--- src/rtl/reg_dump_pkg.sv ---
// ---------------------------------------------------------------------------
// reg_dump_pkg
// Shared definitions for the register-bank dump reader: default sizing,
// the FSM state encoding and the reset constants used by the reader.
// ---------------------------------------------------------------------------
package reg_dump_pkg;

  // Default geometry of the architectural register bank
  localparam int NUM_REGS_DEFAULT = 16;
  localparam int ADDR_W_DEFAULT   = 5;
  localparam int DATA_W_DEFAULT   = 32;

  // Dump engine states, fixed 2-bit encoding
  typedef enum logic [1:0] {
    IDLE = 2'd0,
    READ = 2'd1,
    SEND = 2'd2,
    DONE = 2'd3
  } dump_state_t;

  // Reset constants for the single-bit controls and the state register
  localparam dump_state_t RST_STATE = IDLE;
  localparam logic        RST_VALID = 1'b0;
  localparam logic        RST_BUSY  = 1'b0;
  localparam logic        RST_DONE  = 1'b0;

endpackage

--- src/rtl/reg_dump_reader.sv ---
// ---------------------------------------------------------------------------
// reg_dump_reader
// Debug read-out engine. On start it walks registers 0..NUM_REGS-1 through
// the asynchronous bank read port, offers each {address, data} pair on a
// valid/ready stream and accumulates an XOR checksum of accepted data.
// The bank is never written from here.
//
// Ports:
//   clk        clock
//   rst        synchronous, active-high reset
//   start      begin a dump (only honoured in IDLE)
//   abort      cancel; back to IDLE next cycle, checksum keeps partial value
//   rd_addr    bank read address (combinational read data returns same cycle)
//   rd_data    bank read data
//   out_valid  pair valid
//   out_ready  consumer accepts the pair
//   out_addr   register index of the pair
//   out_data   register value captured during READ
//   busy       dump in progress (READ or SEND)
//   done       one-cycle pulse after the last pair is accepted
//   checksum   XOR of all accepted out_data of the last/current dump
// ---------------------------------------------------------------------------
module reg_dump_reader
  import reg_dump_pkg::*;
#(
  parameter int NUM_REGS = NUM_REGS_DEFAULT,
  parameter int ADDR_W   = ADDR_W_DEFAULT,
  parameter int DATA_W   = DATA_W_DEFAULT
) (
  input  logic              clk,
  input  logic              rst,
  input  logic              start,
  input  logic              abort,
  output logic [ADDR_W-1:0] rd_addr,
  input  logic [DATA_W-1:0] rd_data,
  output logic              out_valid,
  input  logic              out_ready,
  output logic [ADDR_W-1:0] out_addr,
  output logic [DATA_W-1:0] out_data,
  output logic              busy,
  output logic              done,
  output logic [DATA_W-1:0] checksum
);

  localparam logic [ADDR_W-1:0] LAST_IDX = ADDR_W'(NUM_REGS - 1);

  dump_state_t       state;
  dump_state_t       next_state;
  logic [ADDR_W-1:0] idx;

  // Control strobes decoded from the current state and inputs
  logic launch;   // accepted start: clear index and checksum
  logic capture;  // READ cycle: latch bank data into the output register
  logic accept;   // handshake completes this cycle

  // Running checksum update
  function automatic logic [DATA_W-1:0] checksum_step(
    input logic [DATA_W-1:0] acc,
    input logic [DATA_W-1:0] data
  );
    return acc ^ data;
  endfunction

  // The read port simply follows the index register; idx is a flop so
  // rd_addr is glitch-free and holds steady through SEND.
  assign rd_addr = idx;

  // State register
  always_ff @(posedge clk) begin
    if (rst) begin
      state <= RST_STATE;
    end else begin
      state <= next_state;
    end
  end

  // Next-state and control strobe decode; abort takes priority everywhere
  always_comb begin
    next_state = state;
    launch     = 1'b0;
    capture    = 1'b0;
    accept     = 1'b0;
    case (state)
      IDLE: begin
        if (abort) begin
          next_state = IDLE;
        end else if (start) begin
          next_state = READ;
          launch     = 1'b1;
        end else begin
          next_state = IDLE;
        end
      end
      READ: begin
        if (abort) begin
          next_state = IDLE;
        end else begin
          next_state = SEND;
          capture    = 1'b1;
        end
      end
      SEND: begin
        if (abort) begin
          next_state = IDLE;
        end else if (out_valid && out_ready) begin
          accept = 1'b1;
          // Terminal compare precedes the increment so idx never wraps
          if (idx == LAST_IDX) begin
            next_state = DONE;
          end else begin
            next_state = READ;
          end
        end else begin
          next_state = SEND;
        end
      end
      DONE: begin
        next_state = IDLE;
      end
      default: begin
        next_state = IDLE;
      end
    endcase
  end

  // Index counter
  always_ff @(posedge clk) begin
    if (rst) begin
      idx <= {ADDR_W{1'b0}};
    end else if (launch) begin
      idx <= {ADDR_W{1'b0}};
    end else if (accept && (idx != LAST_IDX)) begin
      idx <= idx + ADDR_W'(1);
    end else begin
      idx <= idx;
    end
  end

  // Output capture register: loaded only in READ, so a bank write landing
  // while the pair waits in SEND cannot disturb it
  always_ff @(posedge clk) begin
    if (rst) begin
      out_addr <= {ADDR_W{1'b0}};
      out_data <= {DATA_W{1'b0}};
    end else if (capture) begin
      out_addr <= idx;
      out_data <= rd_data;
    end else begin
      out_addr <= out_addr;
      out_data <= out_data;
    end
  end

  // Checksum accumulator; keeps its value between dumps and across abort
  always_ff @(posedge clk) begin
    if (rst) begin
      checksum <= {DATA_W{1'b0}};
    end else if (launch) begin
      checksum <= {DATA_W{1'b0}};
    end else if (accept) begin
      checksum <= checksum_step(checksum, out_data);
    end else begin
      checksum <= checksum;
    end
  end

  // Status flags registered from the next state so they line up with it
  always_ff @(posedge clk) begin
    if (rst) begin
      out_valid <= RST_VALID;
      busy      <= RST_BUSY;
      done      <= RST_DONE;
    end else begin
      out_valid <= (next_state == SEND);
      busy      <= (next_state == READ) || (next_state == SEND);
      done      <= (next_state == DONE);
    end
  end

endmodule

--- config.mk ---
export PLATFORM = sky130hd
export DESIGN_NAME = reg_dump_reader
export DESIGN_NICKNAME = d
export VERILOG_FILES = /design/src/rtl/reg_dump_pkg.sv /design/src/rtl/reg_dump_reader.sv
export SDC_FILE = /design/constraint.sdc
export NUM_CORES = 1
export LEC_CHECK = 0
export ABC_AREA = 1
export CORE_MARGIN = 8
export CORE_UTILIZATION = 35
export CTS_BUF_LIST = sky130_fd_sc_hd__clkbuf_8
export DETAILED_ROUTE_END_ITERATION = 16
export GPL_ROUTABILITY_DRIVEN = 0
export PLACE_DENSITY = 0.65
export SLEW_MARGIN = 10
export SYNTH_ARGS = -nofsm -noshare
export SYNTH_HDL_FRONTEND = slang
export SYNTH_SLANG_ARGS = --single-unit
--- constraint.sdc ---
create_clock -name clk -period 1.8 [get_ports clk]
set_input_delay 0.36 -clock clk [delete_from_list [all_inputs] [get_ports clk]]
set_output_delay 0.36 -clock clk [all_outputs]
set_load 0.02 [all_outputs]
==> results.py, run 1 <==
metrics = {
    "synthesis": {
        "synth_cell_types": 20,
        "avgSynthCellArea_um2": 8.321,
        "synth_top_area_share_pct": 46.47,
        "yosys-top-cells-area": "dfxtp_1 46%, nand3_1 10%, a21oi_1 9.3%",
        "syn_nets": 450,
        "ys_ff_latch": 79,
        "ys_seq_area_share_pct": 46.47,
        "syn_inst": 409,
        "syn-cell-area_um2": 3403,
        "yosysWarnings": 0,
        "yosysTopAreaCell": "dfxtp_1",
    },
    "floorplanning": {
        "rows": 36,
        "initial_core_util_pct": 35.47,
        "ios": 114,
        "core_um2": 9594,
        "dieArea_um2": 13140,
        "die_h_um": 114.6,
        "die_w_um": 114.6,
    },
    "timing": {
        "finalSetupTns_ns": 0,
        "relSlewSlack_pct": 75.83,
        "fmax_mhz": 573.0,
        "final-setup-viol-count": 0,
        "rsz0062_at_grt": "no",
        "fin_crit_ns": 1.745,
        "fin_ws_ns": 0.05483,
        "fin_crit_sh_pct": 96.95,
        "finClkSkew_ns": 0.006756,
        "slew_violations": 0,
        "worst_pin_slew_ns": 0.3626,
        "hold_viol_final": 0,
    },
    "routing": {
        "vias_per_cell": 4.749,
        "vias": 3139,
        "post_drt_wl_per_cell_um": 14.63,
        "drtIter0Drc": 155,
        "drc": 0,
        "drtPass1Iterations": 4,
        "ant_nets": 0,
        "wirelength_mm": 9.669,
    },
    "clock_tree": {
        "cts-root-buf": "clkbuf_8",
        "cts.sinks": 79,
        "path_clk_slew_ns": 0.08,
        "hold_buffers": 0,
        "tritoncts": "yes",
        "cts_buffer_depth": 2,
        "clk_latency_ns": 0.34,
        "cts-htree-levels": 3,
        "numCtsBuffers": 9,
    },
    "cells_and_area": {
        "multi_input_area_um2": 1578,
        "regArea_um2": 1582,
        "area_delta_synth_final_pct": 45.15,
        "diodes": 0,
        "nFillCells": 955,
        "drive_gt1_share_pct": 12.69,
        "nets": 564,
        "design_area_um2": 4940,
        "fin_util_pct": 51.49,
    },
    "power_and_ir_drop": {
        "peakVddDrop_mv": 0.4487,
        "p_int_mw": 2.761,
        "pwr-share-clk_pct": 42.1,
        "p_leak_nw": 1.943,
        "pwr-share-seq_pct": 50.1,
        "pwr_density_cell_nw_per_um2": 719.2,
        "p_sw_share_pct": 22.29,
        "power.switching_mw": 0.7921,
        "power.share.combinational_pct": 7.8,
    },
    "worst_setup_path": {
        "ff2ff_setup_slack_ns": 0.18,
        "cpLargestDelayFamily": "buffers and inverters",
        "crit_chain": "clkdlybuf4s50_1",
        "endpoint_kind": "output port",
        "cp_data_arrival_time_ns": 1.39,
        "slowest_delay_ns": 0.67,
        "r2r_cells": 10,
        "cp_max_fo": 3,
        "path_buf_inv": 1,
        "required_ns": 1.44,
        "rr_endpoint": "busy",
        "slowest_stage": "clkdlybuf4s50_1",
        "path_class": "register to output port",
        "r2r_start": "rd_addr[0]",
        "startpoint_type": "register",
    },
    "global_route": {
        "antenna_found_initial": 0,
        "grt_overflow": 0,
        "grt_pass1_vias": 3180,
        "grt_max_degree": 32,
        "grt_usage_pct": 15.13,
        "grt_pass1_wl_mm": 15.87,
    },
    "place": {
        "dp_hpwl_mm": 6.805,
        "pre_cts_slack_ns": -0.03903,
        "port-buffer-count": 113,
        "placed_cell_area_um2": 4691,
    },
    "worst_hold_path": {
        "min_to": "rd_addr[1]",
        "hold_path_depth": 4,
        "worstHoldStart": "rst",
        "min_path_type": "input pin to register",
    },
    "flow_run": {
        "maxCapViolCount": 0,
    },
    "status": {
        "outcome": "complete, no violations",
    },
}
==> final cells by class <==
| class | count | share of cell area [%] |
|---|---|---|
| well taps | 133 | 3.369 |
| flip-flops and latches | 79 | 32.02 |
| repair buffers | 132 | 27.15 |
| inverters | 11 | 0.8359 |
| clock buffers | 11 | 3.065 |
| multi-input cells | 290 | 31.94 |
| clock inverters | 5 | 1.621 |
==> how the worst max path moves through the flow <==
stage,startpoint,slack (ns),depth (start not counted),end
final,out_data[30],0.05,1,out_data[30]
after detailed placement,abort,-0.04,7,busy
after CTS,out_data[10],0.02,1,out_data[10]
after global routing,checksum[5],0.006,1,checksum[5]
after global placement,abort,0.01,7,busy
after floorplan,rd_addr[0],0.09,10,busy
==> through the flow <==
step | hold slack [ns] | instances | total power, mW
floorplan | 0.5243 | 409 | 1.947
global route | 0.4566 | 661 | 3.708
global placement | 0.4550 | 645 | 2.097
finish | 0.4339 | 661 | 3.553
CTS | 0.4203 | 661 | 3.601
detailed placement | 0.4569 | 645 | 2.100
==> layout by cell type, fill, tap and decap left out <==
master / synthesis / layout
nand2_2: 13 / 13
nand4_1: 1 / 1
nand3_2: 1 / 2
a21oi_2: 10 / 10
clkbuf_8: 0 / 11
inv_2: 2 / 2
bufinv_16: 0 / 2
inv_1: 9 / 9
buf_4: 6 / 14
buf_2: 10 / 1
dfxtp_1: 79 / 79
clkinvlp_4: 0 / 2
nor2_4: 2 / 3
nand2_1: 79 / 79
dlygate4sd2_1: 0 / 2
ha_2: 0 / 1
a21oi_1: 63 / 63
clkdlybuf4s50_1: 0 / 105
buf_12: 0 / 5
xor2_1: 33 / 33
nor2_1: 12 / 12
nand3_1: 71 / 70
ha_1: 4 / 3
clkinv_2: 0 / 1
dlymetal6s2s_1: 0 / 5
==> power groups by stage <==
stage / clock network [mW] / logic [mW] / registers (mW)
2_1_floorplan: 0 / 0.109 / 1.84
3_3_place_gp: 0 / 0.277 / 1.82
3_5_place_dp: 0 / 0.280 / 1.82
4_1_cts: 1.54 / 0.281 / 1.78
5_1_grt: 1.63 / 0.299 / 1.78
6_report: 1.50 / 0.277 / 1.78
==> layer usage <==
layer  vias up  GRT usage, %  part of all wire, %
met4         0         5.501                  1.3
li1       1578             -                    -
met1      1459         17.88                   45
met5         -             0                    0
met2        90         24.66                   47
met3        12         5.327                  7.0
==> state kept, by name (all words and copies together), names as in the netlist <==
register and count:
busy 1, out_data 32, out_addr 5, state 2, checksum 32, done 1
rd_addr 5, out_valid 1
==> cells in the mapped netlist <==
master	count
nor2_4	2
dfxtp_1	79
inv_1	9
buf_4	6
nand3_1	71
nor2_2	1
nand2_1	79
nand4_1	1
a21oi_1	63
clkbuf_1	4
buf_2	10
xor2_1	33
nand3_2	1
nand2_2	13
buf_8	1
inv_2	2
ha_1	4
nor2_1	12
buf_6	8
a21oi_2	10
==> kinds of logic (layout without fill, tap and decap cells) <==
logic type / after synthesis / count (layout) / share of synthesized area, %
AND/OR/NAND/NOR: 180 / 180 / 24.19
flip-flops: 79 / 79 / 46.47
AO/OA/AOI/OAI: 73 / 73 / 11.84
buffers and inverters: 40 / 159 / 7.537
XOR/XNOR: 33 / 33 / 8.493
adder cells (fa/ha/maj): 4 / 4 / 1.471
==> repair_timing <==
| action | 4_1_cts | 5_1_grt |
|---|---|---|
| pin swaps | 0 | 0 |
| setup buffers | 0 | 0 |
| setup endpoints to repair | 2 | 7 |
| gates resized for setup | 2 | 7 |
No activity file was read; power rests on OpenSTA's default activity.
==> run 2: changes to the inputs <==
--- a/config.mk
+++ b/config.mk
@@ -6,12 +6,14 @@
 export NUM_CORES = 1
 export LEC_CHECK = 0
 export ABC_AREA = 1
+export ABC_CLOCK_PERIOD_IN_PS = 1800
 export CORE_MARGIN = 8
 export CORE_UTILIZATION = 35
 export CTS_BUF_LIST = sky130_fd_sc_hd__clkbuf_8
 export DETAILED_ROUTE_END_ITERATION = 16
+export DONT_BUFFER_PORTS = 1
 export GPL_ROUTABILITY_DRIVEN = 0
-export PLACE_DENSITY = 0.65
+export PLACE_DENSITY = 0.5
 export SLEW_MARGIN = 10
 export SYNTH_ARGS = -nofsm -noshare
 export SYNTH_HDL_FRONTEND = slang
==> run 2 against run 1 <==
Clock skew rose by 0.0022 ns. Largest cell class unchanged. Final area shrank 25%. Hold slack got worse by 0.36 ns. Register-to-register slack better by 0.02 ns. Worst setup slack better by 0.15 ns. Wire length decreased by 6.1%. Clock-buffer cell count grew 1. Highest routed layer unchanged. Non-clock buffer count is 115 lower.
==> results.py, run 2 (synthesized netlist as in run 1, its figures left out) <==
metrics = {
    "cells_and_area": {
        "nFillCells": 1005,
        "design_area_um2": 3701,
        "reg_top3": "checksum x32, out_data x32",
        "layout_common_cells": "79 x nand2_1, 79 x dfxtp_1, 70 x nand3_1",
        "area_delta_synth_final_pct": 8.750,
        "nets": 449,
        "drive_gt1_share_pct": 15.01,
        "final_cell_count_no_fill": 546,
        "fin_util_pct": 38.58,
        "diodes": 0,
    },
    "routing": {
        "drtPass1Iterations": 4,
        "drtIter0Drc": 121,
        "vias_per_cell": 4.952,
        "wirelength_mm": 9.076,
        "ant_nets": 0,
        "drc": 0,
        "post_drt_wl_per_cell_um": 16.62,
        "vias": 2704,
    },
    "worst_setup_path": {
        "path_class": "register to register",
        "startpoint_type": "register",
        "cp_max_fo": 2,
        "required_ns": 2.09,
        "endpoint_kind": "register",
        "r2r_cells": 10,
        "cp_data_arrival_time_ns": 1.89,
    },
    "worst_hold_path": {
        "min_path_type": "input pin to register",
        "hold_path_depth": 1,
    },
    "timing": {
        "worst_pin_slew_ns": 0.3923,
        "slew_violations": 0,
        "fin_crit_sh_pct": 88.87,
        "finClkSkew_ns": 0.008926,
        "rsz0062_at_grt": "no",
        "finalSetupTns_ns": 0,
        "fin_crit_ns": 1.600,
        "relSlewSlack_pct": 73.85,
        "final-setup-viol-count": 0,
        "hold_viol_final": 0,
        "fmax_mhz": 625.1,
    },
    "clock_tree": {
        "cts.sinks": 79,
        "clk_latency_ns": 0.34,
        "hold_buffers": 0,
        "cts-root-buf": "clkbuf_8",
        "tritoncts": "yes",
        "cts-htree-levels": 3,
        "cts_buffer_depth": 2,
        "path_clk_slew_ns": 0.08,
        "numCtsBuffers": 9,
    },
    "power_and_ir_drop": {
        "peakVddDrop_mv": 0.3518,
        "p_leak_nw": 1.411,
        "fin_total_pwr_mw": 3.283,
        "pwr_density_cell_nw_per_um2": 887.0,
    },
    "floorplanning": {
        "die_h_um": 114.6,
        "dieArea_um2": 13140,
        "rows": 36,
        "core_um2": 9594,
        "initial_core_util_pct": 35.47,
        "die_w_um": 114.6,
        "ios": 114,
    },
    "global_route": {
        "grt_max_degree": 44,
        "antenna_found_initial": 0,
        "grt_usage_pct": 13.94,
        "grt_pass1_wl_mm": 14.35,
        "grt_overflow": 0,
        "grt_pass1_vias": 2575,
    },
    "place": {
        "port-buffer-count": 0,
        "dp_hpwl_mm": 6.103,
        "placed_cell_area_um2": 3487,
        "placedCellCount": 530,
    },
    "status": {
        "outcome": "complete, no violations",
    },
    "flow_run": {
        "maxCapViolCount": 0,
    },
}
-- run 2: routing by layer --
layer | global-route usage, % | vias up | wire, um
li1 | - | 1352 | -
met1 | 16.11 | 1252 | 3837
met2 | 21.60 | 91 | 4096
met3 | 6.329 | 9 | 1027
met4 | 6.211 | 0 | 114
met5 | 0 | - | 0
-- run 2: path summary, 6_finish.rpt --
| check | from | to | slack, ns |
|---|---|---|---|
| setup / recovery | rd_addr[0] | busy | 0.20 |
| hold / removal | rst | out_data[0] | 0.07 |
| setup reg to reg | rd_addr[0] | busy | 0.20 |
| hold reg to reg | out_addr[4] | out_addr[4] | 0.57 |
-- run 2: timing repair --
| action | 4_1_cts | 5_1_grt |
|---|---|---|
| buffers inserted | 0 | 0 |
| endpoints found under the setup margin | 0 | 1 |
| gates resized for setup | 0 | 1 |
-- run 2: layout make-up --
class | instances | area [um^2] | area share, %
repair buffers | 17 | 127.6 | 3.448
multi-input cells | 290 | 1575 | 42.56
clock buffers | 12 | 165.2 | 4.462
clock inverters | 4 | 43.79 | 1.183
well taps | 133 | 166.4 | 4.496
inverters | 11 | 41.29 | 1.116
flip-flops and latches | 79 | 1582 | 42.73
-- run 2: stage by stage --
step,worst slack (ns),hold WS [ns]
final,0.2003,0.07151
after global routing,0.04673,0.03361
after CTS,0.1497,0.04420
after detailed placement,0.1841,0.4281
after global placement,0.2257,0.4279
after floorplan,0.08757,0.5243
-- run 2: critical path, cell delays in order, from the launching register on --
cell and delay (ns):
dfxtp_1 0.32, ha_1 0.21, nand2_1 0.07, nor2_1 0.04
ha_1 0.18, inv_1 0.07, nand3_2 0.09, nand2_1 0.10
nand2_1 0.08, ha_1 0.28, nor2_1 0.10
-- run 2: where the power goes --
part	internal, mW	switching, mW	leakage (nW)	total (mW)
Clock	0.746	0.629	0.114	1.37
Combinational	0.0346	0.0728	0.660	0.107
Sequential	1.76	0.0371	0.637	1.80
Total	2.54	0.739	1.41	3.28
